--- src/rtl/vm_change_pkg.sv ---
// Shared types and constants for the change dispenser: FSM state encoding,
// coin-select encoding and coin values.
package vm_change_pkg;

  typedef enum logic [2:0] {
    ST_IDLE   = 3'd0,
    ST_SELECT = 3'd1,
    ST_PULSE  = 3'd2,
    ST_GAP    = 3'd3,
    ST_DONE   = 3'd4
  } state_t;

  typedef enum logic [1:0] {
    SEL_NONE = 2'd0,
    SEL_C5   = 2'd1,
    SEL_C2   = 2'd2,
    SEL_C1   = 2'd3
  } coin_sel_t;

  localparam logic [7:0] COIN5_VAL = 8'd5;
  localparam logic [7:0] COIN2_VAL = 8'd2;
  localparam logic [7:0] COIN1_VAL = 8'd1;

  function automatic logic [7:0] coin_value(input coin_sel_t sel);
    case (sel)
      SEL_C5:  coin_value = COIN5_VAL;
      SEL_C2:  coin_value = COIN2_VAL;
      SEL_C1:  coin_value = COIN1_VAL;
      default: coin_value = 8'd0;
    endcase
  endfunction

endpackage

--- src/rtl/change_timer.sv ---
// Loadable down-counter with zero flag; times both the solenoid pulse and
// the mechanical gap that follows it.
module change_timer #(
  parameter int CNT_W = 16
) (
  input  logic             clk,
  input  logic             rst,
  input  logic             load,
  input  logic [CNT_W-1:0] load_val,
  output logic             zero
);

  logic [CNT_W-1:0] count;

  always_ff @(posedge clk or negedge rst) begin
    if (!rst) begin
      count <= '0;
    end else if (load) begin
      count <= load_val;
    end else if (count != '0) begin
      count <= count - 1'b1;
    end
  end

  assign zero = (count == '0);

endmodule

--- src/rtl/change_dispenser.sv ---
// Greedy coin payout (5, 2, 1), one timed solenoid pulse plus gap per coin.
// Optional coin-tube stock tracking is enabled by defining TUBE_LIMIT_EN.
module change_dispenser
  import vm_change_pkg::*;
#(
  parameter int PULSE_CYCLES = 4,
  parameter int GAP_CYCLES   = 8,
`ifdef TUBE_LIMIT_EN
  parameter int TUBE5_INIT   = 10,
  parameter int TUBE2_INIT   = 10,
`endif
  parameter int CNT_W        = 16
) (
  input  logic       clk,
  input  logic       rst,
  input  logic       start,
  input  logic [7:0] amount,
  input  logic       abort,
  output logic       busy,
  output logic       done,
  output logic       aborted,
  output logic       coin5_out,
  output logic       coin2_out,
  output logic       coin1_out,
  output logic [7:0] remaining,
  output logic [7:0] coin_count,
`ifdef TUBE_LIMIT_EN
  input  logic       tube_refill,
  output logic       tube5_empty,
  output logic       tube2_empty,
`endif
  output logic [2:0] state_dbg
);

  state_t     state, next_state;
  coin_sel_t  coin_sel, sel_next;
  logic [7:0] remaining_q, coin_count_q;
  logic       busy_q, aborted_q;
  logic       tmr_load, tmr_zero;
  logic [CNT_W-1:0] tmr_val;
  logic       can5, can2, pay_now, cancel;

  change_timer #(.CNT_W(CNT_W)) u_timer (
    .clk      (clk),
    .rst      (rst),
    .load     (tmr_load),
    .load_val (tmr_val),
    .zero     (tmr_zero)
  );

  assign cancel  = abort && (state != ST_IDLE);
  assign pay_now = (state == ST_PULSE) && tmr_zero && !abort;

  always_ff @(posedge clk or negedge rst) begin
    if (!rst) state <= ST_IDLE;
    else      state <= next_state;
  end

  always_comb begin
    next_state = state;
    tmr_load   = 1'b0;
    tmr_val    = '0;
    case (state)
      ST_IDLE:   if (start) next_state = (amount == 8'd0) ? ST_DONE : ST_SELECT;
      ST_SELECT: begin
        tmr_load   = 1'b1;
        tmr_val    = CNT_W'(PULSE_CYCLES - 1);
        next_state = ST_PULSE;
      end
      ST_PULSE: if (tmr_zero) begin
        tmr_load   = 1'b1;
        tmr_val    = CNT_W'(GAP_CYCLES - 1);
        next_state = ST_GAP;
      end
      ST_GAP:    if (tmr_zero) next_state = (remaining_q == 8'd0) ? ST_DONE : ST_SELECT;
      ST_DONE:   next_state = ST_IDLE;
      default:   next_state = ST_IDLE;
    endcase
    if (cancel) next_state = ST_IDLE;
  end

  // Greedy pick, skipping a denomination whose tube has run out
  always_comb begin
    sel_next = SEL_C1;
    if (remaining_q >= COIN5_VAL && can5)      sel_next = SEL_C5;
    else if (remaining_q >= COIN2_VAL && can2) sel_next = SEL_C2;
  end

  always_ff @(posedge clk or negedge rst) begin
    if (!rst) begin
      remaining_q  <= 8'd0;
      coin_count_q <= 8'd0;
      coin_sel     <= SEL_NONE;
      busy_q       <= 1'b0;
      aborted_q    <= 1'b0;
    end else begin
      aborted_q <= cancel;
      if (state == ST_IDLE && start) begin
        remaining_q  <= amount;
        coin_count_q <= 8'd0;
        busy_q       <= (amount != 8'd0);
      end else if (state == ST_DONE || cancel) begin
        busy_q <= 1'b0;
      end
      if (state == ST_SELECT && !abort) coin_sel <= sel_next;
      if (pay_now) begin
        remaining_q  <= remaining_q - coin_value(coin_sel);
        coin_count_q <= (coin_count_q == 8'hFF) ? 8'hFF : coin_count_q + 8'd1;
      end
    end
  end

`ifdef TUBE_LIMIT_EN
  logic [7:0] tube5_q, tube2_q;

  always_ff @(posedge clk or negedge rst) begin
    if (!rst) begin
      tube5_q <= 8'(TUBE5_INIT);
      tube2_q <= 8'(TUBE2_INIT);
    end else if (tube_refill && !busy_q) begin
      tube5_q <= 8'(TUBE5_INIT);
      tube2_q <= 8'(TUBE2_INIT);
    end else if (pay_now) begin
      if (coin_sel == SEL_C5 && tube5_q != 8'd0) tube5_q <= tube5_q - 8'd1;
      if (coin_sel == SEL_C2 && tube2_q != 8'd0) tube2_q <= tube2_q - 8'd1;
    end
  end

  assign tube5_empty = (tube5_q == 8'd0);
  assign tube2_empty = (tube2_q == 8'd0);
  assign can5        = !tube5_empty;
  assign can2        = !tube2_empty;
`else
  assign can5 = 1'b1;
  assign can2 = 1'b1;
`endif

  // Coin drives decode registered state only, so reset cuts them at once
  assign coin5_out  = (state == ST_PULSE) && (coin_sel == SEL_C5);
  assign coin2_out  = (state == ST_PULSE) && (coin_sel == SEL_C2);
  assign coin1_out  = (state == ST_PULSE) && (coin_sel == SEL_C1);
  assign done       = (state == ST_DONE);
  assign busy       = busy_q;
  assign aborted    = aborted_q;
  assign remaining  = remaining_q;
  assign coin_count = coin_count_q;
  assign state_dbg  = state;

endmodule

--- config.mk ---
export PLATFORM = sky130hd
export DESIGN_NAME = change_dispenser
export DESIGN_NICKNAME = d
export VERILOG_FILES = /design/src/rtl/vm_change_pkg.sv /design/src/rtl/change_timer.sv /design/src/rtl/change_dispenser.sv
export SDC_FILE = /design/constraint.sdc
export NUM_CORES = 1
export LEC_CHECK = 0
export BUFFER_PORTS_ARGS = -buffer_cell sky130_fd_sc_hd__buf_4
export CAP_MARGIN = 5
export CORE_MARGIN = 3
export CORE_UTILIZATION = 55
export DETAILED_ROUTE_END_ITERATION = 8
export GPL_TIMING_DRIVEN = 1
export PLACE_DENSITY = 0.82
export SLEW_MARGIN = 20
export SYNTH_ARGS = -nofsm -noshare
export SYNTH_HDL_FRONTEND = slang
export SYNTH_HIERARCHICAL = 1
export SYNTH_SLANG_ARGS = --single-unit
--- constraint.sdc ---
create_clock -name clk -period 6.6 [get_ports clk]
set_input_delay 0.66 -clock clk [delete_from_list [all_inputs] [get_ports clk]]
set_output_delay 0.66 -clock clk [all_outputs]
set_load 0.1 [all_outputs]
==> metrics.md <==
| Metric | Value |
|---|---|
| Status | `finished clean` |
| FMAX | `0.333 GHz` |
| H-tree depth | `2` |
| IO Pins | `37` |
| Top post-synthesis cells by count | `39 x dfrtp_1, 27 x nand2_1, 18 x nor2_1, 13 x nand2b_1, 12 x a21oi_1` |
| Synth Flop Type | `dfrtp_1` |
| Slew @ Worst Pin | `0.709 ns` |
| 1st-pass router iterations | `4` |
| CP Buf/Inv Count | `2` |
| Post-route setup TNS | `0 ns` |
| Worst Clk Skew | `0.00985 ns` |
| Gr ovfl total | `0` |
| Fill cells | `344` |
| Largest net degree at the start of global routing | `40` |
| PwrDens | `480 nW/um^2` |
| Initial Utilization | `59.1%` |
| Clock Tree Buf Depth | `2` |
| CTS tree | `yes` |
| Post-Synthesis Cells | `268` |
| Clk slew on worst S/H paths | `0.08 ns` |
| Vias post-DR | `2,173` |
| Total power | `1.39 mW` |
| First-pass GRT wire length | `9370 um` |
| Slew headroom | `52.3%` |
| Placed inst area | `2800 um^2` |
| Synth cell types | `59` |
| EDFF count, synth | `0` |
| Post-CTS setup buffer count | `0` |
| R2r setup slk | `3.59 ns` |
| CP endpoint kind | `register` |
| Type of the worst setup path | `reg -> reg` |
| Wirelength, routed | `5590 um` |
| Top-count cell post-synth | `dfrtp_1` |
| Synth area leader | `dfrtp_1` |
| Die Wd | `73.0 um` |
| Register bit total from synthesis | `39` |
| ANT nets after route | `0` |
| CP max stage delay | `0.50 ns` |
| Area of the mapped netlist | `2470 um^2` |
| Clock Latency Late Sink | `0.29 ns` |
| HP Class | `in -> async` |
| Top delay family on crit path | `simple AND/OR/NAND/NOR gates` |
| Post-synth top area share | `39.6%` |
| Area contributors post-synth | `dfrtp_1 40%, nand2_1 4.1%, nand2b_1 3.3%` |
| Warnings, synthesis | `6` |
| Layout area overhead | `17.2%` |
| Post-route cell area | `2890 um^2` |
| RSZ-0062 raised after global routing | `no` |
| Sequential share of the synthesized area | `39.6%` |
| GPL Wtd Cong | `0.844` |
| Detail Placement HPWL | `4100 um` |
| Startpoint types | `register` |
| Max_cap viols | `0` |
| Fin. max-slew vios | `0` |
| Avg Inst Size Synth | `9.21 um^2` |
| Worst path slowest cell | `nor2_1` |
| Placed cells | `354` |
| # setup viols final | `0` |
| Fin. Hold Viols | `0` |
| NumNets Final | `329` |
| Asr flop ratio synth | `100%` |
| VDD IR-drop max | `0.000366 V` |
| Vias in the first global route | `2,043` |
| CTS Buf Count | `5` |
| Fin cells | `361` |
| Port buffer count | `36` |
| Fin crit period | `3.01 ns` |
| Period utilization | `45.6%` |
| WP data required | `6.83 ns` |
| Crit-path max FO | `36` |
| Initial antenna violation count | `0` |
| Core Region | `4170 um^2` |
| Initial DRC count | `112` |
| Reg2reg start | `u_timer/count[0]$_DFFE_PN0P_` |
| DRC Markers | `0` |
| Routed len/inst | `15.5 um` |
| Row count | `23` |
| Lkg Pwr | `1.24 nW` |
| Num Clock Sinks | `39` |
| Die area | `5330 um^2` |
| Layout cell share with drive strength beyond 1 | `18.6%` |
| Post-CTS sizing | `0` |
| Ant. Diodes | `0` |
| Total GRT Usage | `22.5%` |
| Critical-path cell list | `inv_1 -> ha_1 -> nor3b_4 -> nand3_2 -> nor2_1 -> nand2_1 -> a21oi_2 -> buf_4 -> or3_1 -> o211a_1` |
| Worst endpoint data arrival time | `3.24 ns` |
| Launch point of the worst path | `u_timer/count[0]$_DFFE_PN0P_` |
| Clock root cell | `clkbuf_8` |
| Hold_buf cts | `0` |
| Via density | `6.02` |
| Die Height | `73.0 um` |
[through the flow]
stage	util (%)	setup slack, ns	hold WS [ns]
final	69.3	3.59	0.327
after global routing	69.3	3.31	0.354
after CTS	69.2	3.33	0.339
after detailed placement	67.1	3.32	0.512
after global placement	67.1	3.46	0.533
after floorplan	-	3.35	0.364
[registers in the layout, summed over array words and instances (netlist names)]
name	flops
busy	1
coin_sel	2
aborted	1
state_dbg	3
remaining	8
u_timer/count	16
coin_count	8
[cell families (layout without fill, tap and decap cells)]
logic type      after synthesis  in the layout  share of synthesized area (%)
compound gates               64             64                           19.3
other cells                   1             13                          0.152
flops                        39             39                           39.6
mux                           2              2                          0.811
fa+ha+maj                     6              6                           3.35
xor+xnor                      9              9                           3.19
simple gates                124            124                           29.7
buf+inv                      23             54                           3.96
[cells in the final DEF, fill, tap and decap left out, types with 9 or more instances in the layout]
| cell type | count |
|---|---|
| nor2_1 | 18 |
| nor3_1 | 10 |
| inv_1 | 9 |
| nand3_1 | 10 |
| o21ai_0 | 10 |
| conb_1 | 13 |
| nand2b_1 | 13 |
| a21oi_1 | 11 |
| dfrtp_1 | 39 |
| nand2_1 | 27 |
| buf_4 | 38 |
| xnor2_1 | 9 |
[layer usage]
| metal | vias to the layer above | wire length [um] | track usage [%] |
|---|---|---|---|
| met5 | - | 0 | 0 |
| met4 | 0 | 72 | 7.79 |
| met3 | 8 | 260 | 5.10 |
| met2 | 53 | 2810 | 36.4 |
| met1 | 1046 | 2450 | 29.5 |
| li1 | 1066 | - | - |
[final timing paths]
check | to | cells past startpoint
max | u_timer/count[8]$_DFFE_PN0P_ | 10
min | u_timer/count[8]$_DFFE_PN0P_ | 1
max reg2reg | u_timer/count[8]$_DFFE_PN0P_ | 10
min reg2reg | coin_count[0]$_DFFE_PN0P_ | 1
max in group asynchronous | coin_count[4]$_DFFE_PN0P_ | 1
min in group clk | coin_count[0]$_DFFE_PN0P_ | 1
[where the power goes]
part	internal (mW)	switching [mW]
Sequential	0.327	0.134
Combinational	0.247	0.518
Clock	0.0820	0.0818
[area by class of cell]
class / count / area (um^2) / area share, %
multi-input cells: 218 / 1450 / 50.0
flip-flops and latches: 39 / 976 / 33.7
inverters: 9 / 33.8 / 1.17
well taps: 50 / 62.6 / 2.16
repair buffers: 38 / 285 / 9.86
clock inverters: 1 / 5.00 / 0.173
clock buffers: 6 / 82.6 / 2.85
[worst reg2reg max path: cells and delay by family, from the launching register on]
family          cells  cell delay (ns)
flops               1             0.43
fa+ha+maj           1             0.20
simple gates        5             1.56
buf+inv             2             0.42
compound gates      2             0.35
(Power assumes the default switching activity.)
